===== src/rtl/bit_scan_pkg.sv =====
// Shared definitions for the bit-scan scheduler.
//   state_t                - two-state scheduler FSM encoding
//   bs_idx_width(dw)       - index width for a request mask of dw bits
//   BS_DEFAULT_DATA_WIDTH  - default request-mask width
//   BS_DEFAULT_IDX_W       - index width at the default mask width
package bit_scan_pkg;

    typedef enum logic {
        IDLE = 1'b0,
        SCAN = 1'b1
    } state_t;

    localparam int BS_DEFAULT_DATA_WIDTH = 32;

    // Index width as a function of the mask width; used as a constant function.
    function automatic int bs_idx_width(input int dw);
        return $clog2(dw);
    endfunction

    localparam int BS_DEFAULT_IDX_W = bs_idx_width(BS_DEFAULT_DATA_WIDTH);

endpackage


===== src/rtl/trailing_zeros.sv =====
// Trailing-zero counter.
//   DATA_WIDTH  - input width (power of two, >= 2)
//   din         - input vector
//   dout        - number of trailing zeros in din; equals DATA_WIDTH when din is 0
module trailing_zeros #(
    parameter int DATA_WIDTH = 32
) (
    input  logic [DATA_WIDTH-1:0]         din,
    output logic [$clog2(DATA_WIDTH):0]   dout
);

    localparam int CW = $clog2(DATA_WIDTH) + 1;

    // Scan from MSB down so the lowest set bit is the final assignment.
    always_comb begin
        dout = CW'(DATA_WIDTH);
        for (int i = DATA_WIDTH - 1; i >= 0; i--) begin
            if (din[i]) begin
                dout = CW'(i);
            end else begin
                dout = dout;
            end
        end
    end

endmodule


===== src/rtl/bit_scan_scheduler.sv =====
// Bit-scan scheduler: accepts a request mask and emits the index of each set
// bit, lowest first, one per out_valid/out_ready handshake.
//   clk, reset          - clock, synchronous active-high reset
//   in_valid/in_ready   - mask handshake (ready only in IDLE)
//   in_mask             - set of pending requester bits
//   out_valid/out_ready - index handshake (valid throughout SCAN)
//   out_idx             - index of the lowest remaining set bit
//   out_last            - out_idx is the final index for this mask
//   out_seq             - indices already emitted for this mask
//   done                - one-cycle pulse after a mask is fully serviced
module bit_scan_scheduler
    import bit_scan_pkg::*;
#(
    parameter int DATA_WIDTH = BS_DEFAULT_DATA_WIDTH
) (
    input  logic                                  clk,
    input  logic                                  reset,
    input  logic                                  in_valid,
    output logic                                  in_ready,
    input  logic [DATA_WIDTH-1:0]                 in_mask,
    output logic                                  out_valid,
    input  logic                                  out_ready,
    output logic [bs_idx_width(DATA_WIDTH)-1:0]   out_idx,
    output logic                                  out_last,
    output logic [bs_idx_width(DATA_WIDTH):0]     out_seq,
    output logic                                  done
);

    localparam int IDX_W = bs_idx_width(DATA_WIDTH);
    localparam int SEQ_W = IDX_W + 1;

    state_t                 state_q, state_d;
    logic [DATA_WIDTH-1:0]  remaining_q, remaining_d;
    logic [SEQ_W-1:0]       seq_q, seq_d;
    logic                   done_q, done_d;
    logic [IDX_W:0]         tz_count;
    logic [DATA_WIDTH-1:0]  remaining_clr;
    logic                   is_last;

    trailing_zeros #(
        .DATA_WIDTH (DATA_WIDTH)
    ) u_tz (
        .din  (remaining_q),
        .dout (tz_count)
    );

    // Lowest-set-bit clear and single-bit detection on the remaining mask.
    always_comb begin
        remaining_clr = remaining_q & (remaining_q - DATA_WIDTH'(1));
        is_last       = (remaining_clr == {DATA_WIDTH{1'b0}});
    end

    // Outputs decoded purely from registered state.
    always_comb begin
        in_ready  = (state_q == IDLE);
        out_valid = (state_q == SCAN);
        out_idx   = tz_count[IDX_W-1:0];
        out_last  = is_last;
        out_seq   = seq_q;
        done      = done_q;
    end

    // Next-state logic for the scheduler FSM and its datapath.
    always_comb begin
        state_d     = state_q;
        remaining_d = remaining_q;
        seq_d       = seq_q;
        done_d      = 1'b0;
        case (state_q)
            IDLE: begin
                if (in_valid) begin
                    remaining_d = in_mask;
                    seq_d       = {SEQ_W{1'b0}};
                    if (in_mask != {DATA_WIDTH{1'b0}}) begin
                        state_d = SCAN;
                    end else begin
                        // Empty mask completes immediately without a beat.
                        done_d = 1'b1;
                    end
                end else begin
                    state_d = IDLE;
                end
            end
            SCAN: begin
                if (tz_count[IDX_W]) begin
                    // Empty mask in SCAN cannot occur normally; recover
                    // silently rather than present the all-zero code.
                    state_d = IDLE;
                end else if (out_ready) begin
                    remaining_d = remaining_clr;
                    seq_d       = seq_q + SEQ_W'(1);
                    if (is_last) begin
                        state_d = IDLE;
                        done_d  = 1'b1;
                    end else begin
                        state_d = SCAN;
                    end
                end else begin
                    state_d = SCAN;
                end
            end
            default: begin
                state_d     = IDLE;
                remaining_d = {DATA_WIDTH{1'b0}};
                seq_d       = {SEQ_W{1'b0}};
            end
        endcase
    end

    // State registers with synchronous reset taking priority.
    always_ff @(posedge clk) begin
        if (reset) begin
            state_q     <= IDLE;
            remaining_q <= {DATA_WIDTH{1'b0}};
            seq_q       <= {SEQ_W{1'b0}};
            done_q      <= 1'b0;
        end else begin
            state_q     <= state_d;
            remaining_q <= remaining_d;
            seq_q       <= seq_d;
            done_q      <= done_d;
        end
    end

endmodule


===== config.mk =====
export PLATFORM = sky130hd
export DESIGN_NAME = bit_scan_scheduler
export DESIGN_NICKNAME = d
export VERILOG_FILES = /design/src/rtl/bit_scan_pkg.sv /design/src/rtl/trailing_zeros.sv /design/src/rtl/bit_scan_scheduler.sv
export SDC_FILE = /design/constraint.sdc
export NUM_CORES = 1
export LEC_CHECK = 0
export CAP_MARGIN = 20
export CORE_MARGIN = 2
export CORE_UTILIZATION = 45
export DETAILED_ROUTE_END_ITERATION = 10
export PLACE_DENSITY = 0.83
export SYNTH_ARGS = -nofsm -noshare
export SYNTH_HDL_FRONTEND = slang
export SYNTH_SLANG_ARGS = --single-unit

===== constraint.sdc =====
create_clock -name clk -period 2.3 [get_ports clk]
set_input_delay 0.46 -clock clk [delete_from_list [all_inputs] [get_ports clk]]
set_output_delay 0.46 -clock clk [all_outputs]
set_load 0.01 [all_outputs]

==> metrics.md <==
| Metric | Value |
|---|---|
| Final Cell Area | 0.00441 sq mm |
| HPWL after DPL | 6890 microns |
| Final Hold Viols | 0 |
| Share of the synthesized area in the top cell type | 0.309 |
| DIE AREA | 0.00639 sq mm |
| Clock transition at path regs | 0.08 ns |
| Fin nets | 529 |
| DR DRC count | 0 |
| WP buf/inv | 4 |
| Synthesis Warnings | 0 |
| Cell Pwr Density | 591 mW/mm^2 |
| Most Frequent Cell on Critical Path | buf_4 |
| Grt ovf | 0 |
| #FFs+latches synth | 40 |
| Worst min path class | reg2reg |
| Endpoints failing setup | 14 |
| Slowest cell on the critical path | dfxtp_2 |
| Hold_buf cts | 0 |
| Sequential share of the synthesized area | 0.309 |
| Initial Util | 0.468 |
| Port bufs | 50 |
| Synth Flop Type | dfxtp_1 |
| Worst slew margin | 0.644 |
| Worst path cell trace | nor4_4 -> buf_4 -> nand4_4 -> buf_4 -> buf_4 -> o32ai_2 -> o22ai_2 -> nor4_4 -> and2_1 -> buf_2 |
| Via count | 3813 |
| Fin worst setup slack | -0.689 ns |
| Critical path fanouts, max | 5 |
| Syn Std Cell Area | 0.00259 sq mm |
| Crit path arrival time | 2.53 ns |
| Post-synth EDFFs | 0 |
| WL per Instance | 21.7 microns |
| P_leak | 1.74 nW |
| Crit. End Element | output pin |
| Setup TNS | -1.89 ns |
| Total chip power | 2.61 mW |
| Vias in the first global route | 3291 |
| Largest area contributor in the netlist | dfxtp_1 |
| Max Slew Vio Count | 0 |
| Fmax achieved | 335 MHz |
| Status | complete, but fails checks |
| Multi-input logic area | 0.00198 sq mm |
| Rows | 27 |
| Gpl congestion | 0.979 |
| First-pass GRT wire length | 15500 microns |
| Syn Nets | 385 |
| Initial antenna violation count | 0 |
| Worst-case hold slack | 0.524 ns |
| Buffer depth of the longest clock path | 2 |
| Clk sinks | 40 |
| Maximum vdd drop | 0.408 mV |
| Crit Path Class | reg2out |
| CP required | 1.84 ns |
| RSZ-0062 raised after global routing | yes |
| Inserted Diodes | 0 |
| GRT Util Overall | 0.309 |
| Share of cells above drive strength 1 | 0.418 |
| Mapped Cells | 348 |
| Top post-synthesis cells by area | dfxtp_1, nor2_1, a21oi_1, nand2_1, o21ai_0 |
| Worst skew pair latency | 0.30 ns |
| Core area | 0.00554 sq mm |
| DR iter-0 viols | 553 |
| Post-route minimum period | 2.99 ns |
| H-tree level count | 2 |
| Total Wirelength | 12200 microns |
| Largest net degree at the start of global routing | 41 |
| TritonCTS clock tree | yes |
| Pre-CTS setup slack | -0.744 ns |
| Sequential cell area | 821 sq um |
| IO Pins | 51 |
| Setup Skew | 0.00527 ns |
| Total CTS buffers | 5 |
| CTS root buffer | clkbuf_8 |
| Post-DRT Antenna Nets | 0 |
| Syn_area_per_cell | 7.46 sq um |
| Die extent in x | 79.9 microns |
| CP delay by family, top | simple AND/OR/NAND/NOR gates |
| Setup crit start kind | flop |
| Period utilization | 1.30 |
| Slowest stage delay, CP | 0.34 ns |
| DP Area | 0.00373 sq mm |
| Distinct cells, synth | 56 |
| DR vias/cell | 6.75 |
| Max-cap violations | 0 |
| Fill cells | 369 |
| Detailed Routing Iterations Pass 1 | 6 |
| Async SR Flop Fraction | 0 |
| Area grow syn2layout | 70.1% |
| Worst Tran Pin Value | 0.533 ns |
| Die height | 79.9 microns |
| Failing checks | negative setup slack |
-- worst paths after layout --
check,from,endpoint,slack (ns),cells after the start
max,remaining_q[4],out_last,-0.69,10
min,out_seq[1],out_seq[1],0.52,2
max reg2reg,remaining_q[4],remaining_q[3],-0.13,11
min reg2reg,out_seq[1],out_seq[1],0.52,2
-- registers in the layout, summed over array words and instances (netlist names) --
signal / flops
remaining_q: 32
out_seq: 6
done: 1
out_valid: 1
-- synth_stat cells, types with 2 or more instances --
library cell	n
a211o_1	2
a211oi_1	4
a21boi_0	2
a21o_1	2
a21oi_1	31
a221oi_1	3
a22oi_1	14
a31oi_1	5
and3_1	3
buf_2	7
buf_4	2
buf_6	2
clkbuf_1	15
dfxtp_1	40
inv_1	7
nand2_1	32
nand2_2	2
nand3_1	10
nand4_1	4
nor2_1	45
nor2_4	2
nor2b_1	2
nor3_1	20
nor4_1	14
nor4_2	3
nor4_4	2
o211ai_1	7
o21a_1	4
o21ai_0	23
o21ai_1	3
o22ai_1	2
o31ai_1	5
o41ai_1	2
or3_1	2
or4_1	2
xor2_1	3
-- placed cells by master, fill, tap and decap left out, types with 3 or more instances in the layout --
| cell | instances |
|---|---|
| buf_4 | 95 |
| clkdlybuf4s50_1 | 44 |
| nor2_1 | 38 |
| nand2_1 | 32 |
| dfxtp_1 | 26 |
| a21oi_1 | 25 |
| nor3_1 | 17 |
| o21ai_0 | 15 |
| buf_6 | 15 |
| a22oi_1 | 13 |
| dfxtp_2 | 13 |
| nor4_1 | 11 |
| nand3_1 | 8 |
| a21oi_2 | 7 |
| o211ai_1 | 7 |
| nor2_2 | 6 |
| o21ai_1 | 6 |
| inv_1 | 6 |
| clkbuf_8 | 6 |
| nor4_4 | 5 |
| o21ai_2 | 5 |
| buf_2 | 5 |
| o21a_1 | 4 |
| nand4_1 | 4 |
| nor4_2 | 3 |
| nor2_4 | 3 |
| nand3_2 | 3 |
| a31oi_1 | 3 |
| a211oi_2 | 3 |
| nor3_2 | 3 |
| xor2_1 | 3 |
-- metal layers --
metal	track usage	share of wire	wire length, microns
met4	0.120	0.074	905
met2	0.517	0.45	5560
met5	0	0	0
met1	0.391	0.36	4360
met3	0.0600	0.12	1420
-- where the power goes --
part	internal [mW]	total (mW)	switching, mW
clock	0.240	0.503	0.263
combinational	0.625	1.31	0.689
sequential	0.738	0.791	0.0534
total	1.60	2.61	1.01
-- cells by family (layout without fill, tap and decap cells) --
kind of cell / Yosys count / count (layout) / synth area share
AOI/OAI and AO/OA: 121 / 121 / 0.309
xor gates and xnor gates: 4 / 4 / 0.0135
adders and majority gates: 2 / 2 / 0.00868
buffers and inverters: 33 / 177 / 0.0598
DFF: 40 / 40 / 0.309
muxes: 1 / 1 / 0.00386
and+or+nand+nor: 147 / 148 / 0.297
-- metrics by stage --
step	utilization	cells
after floorplan	-	348
after global placement	0.673	528
after detailed placement	0.673	528
after CTS	0.721	547
after global routing	0.797	565
final	0.797	565
-- layout make-up --
type	count	share of cell area
Tap cell	72	0.0204
Clock buffer	6	0.0187
Inverter	7	0.00652
Clock inverter	2	0.00227
Multi-Input combinational cell	276	0.448
Timing Repair Buffer	162	0.318
Sequential cell	40	0.186
-- worst min-delay path: stages (launching register included) --
cell	delay, ns
dfxtp_1	0.35
nand3_1	0.07
a21oi_1	0.06
-- what timing repair did --
| action | in CTS | in global routing |
|---|---|---|
| endpoints found under the setup margin | 9 | 39 |
| gates resized for setup | 55 | 64 |
| pin swaps | 22 | 31 |
| gates cloned | 1 | 1 |
| buffers inserted | 10 | 18 |
Power figures use the tool's default switching activity.
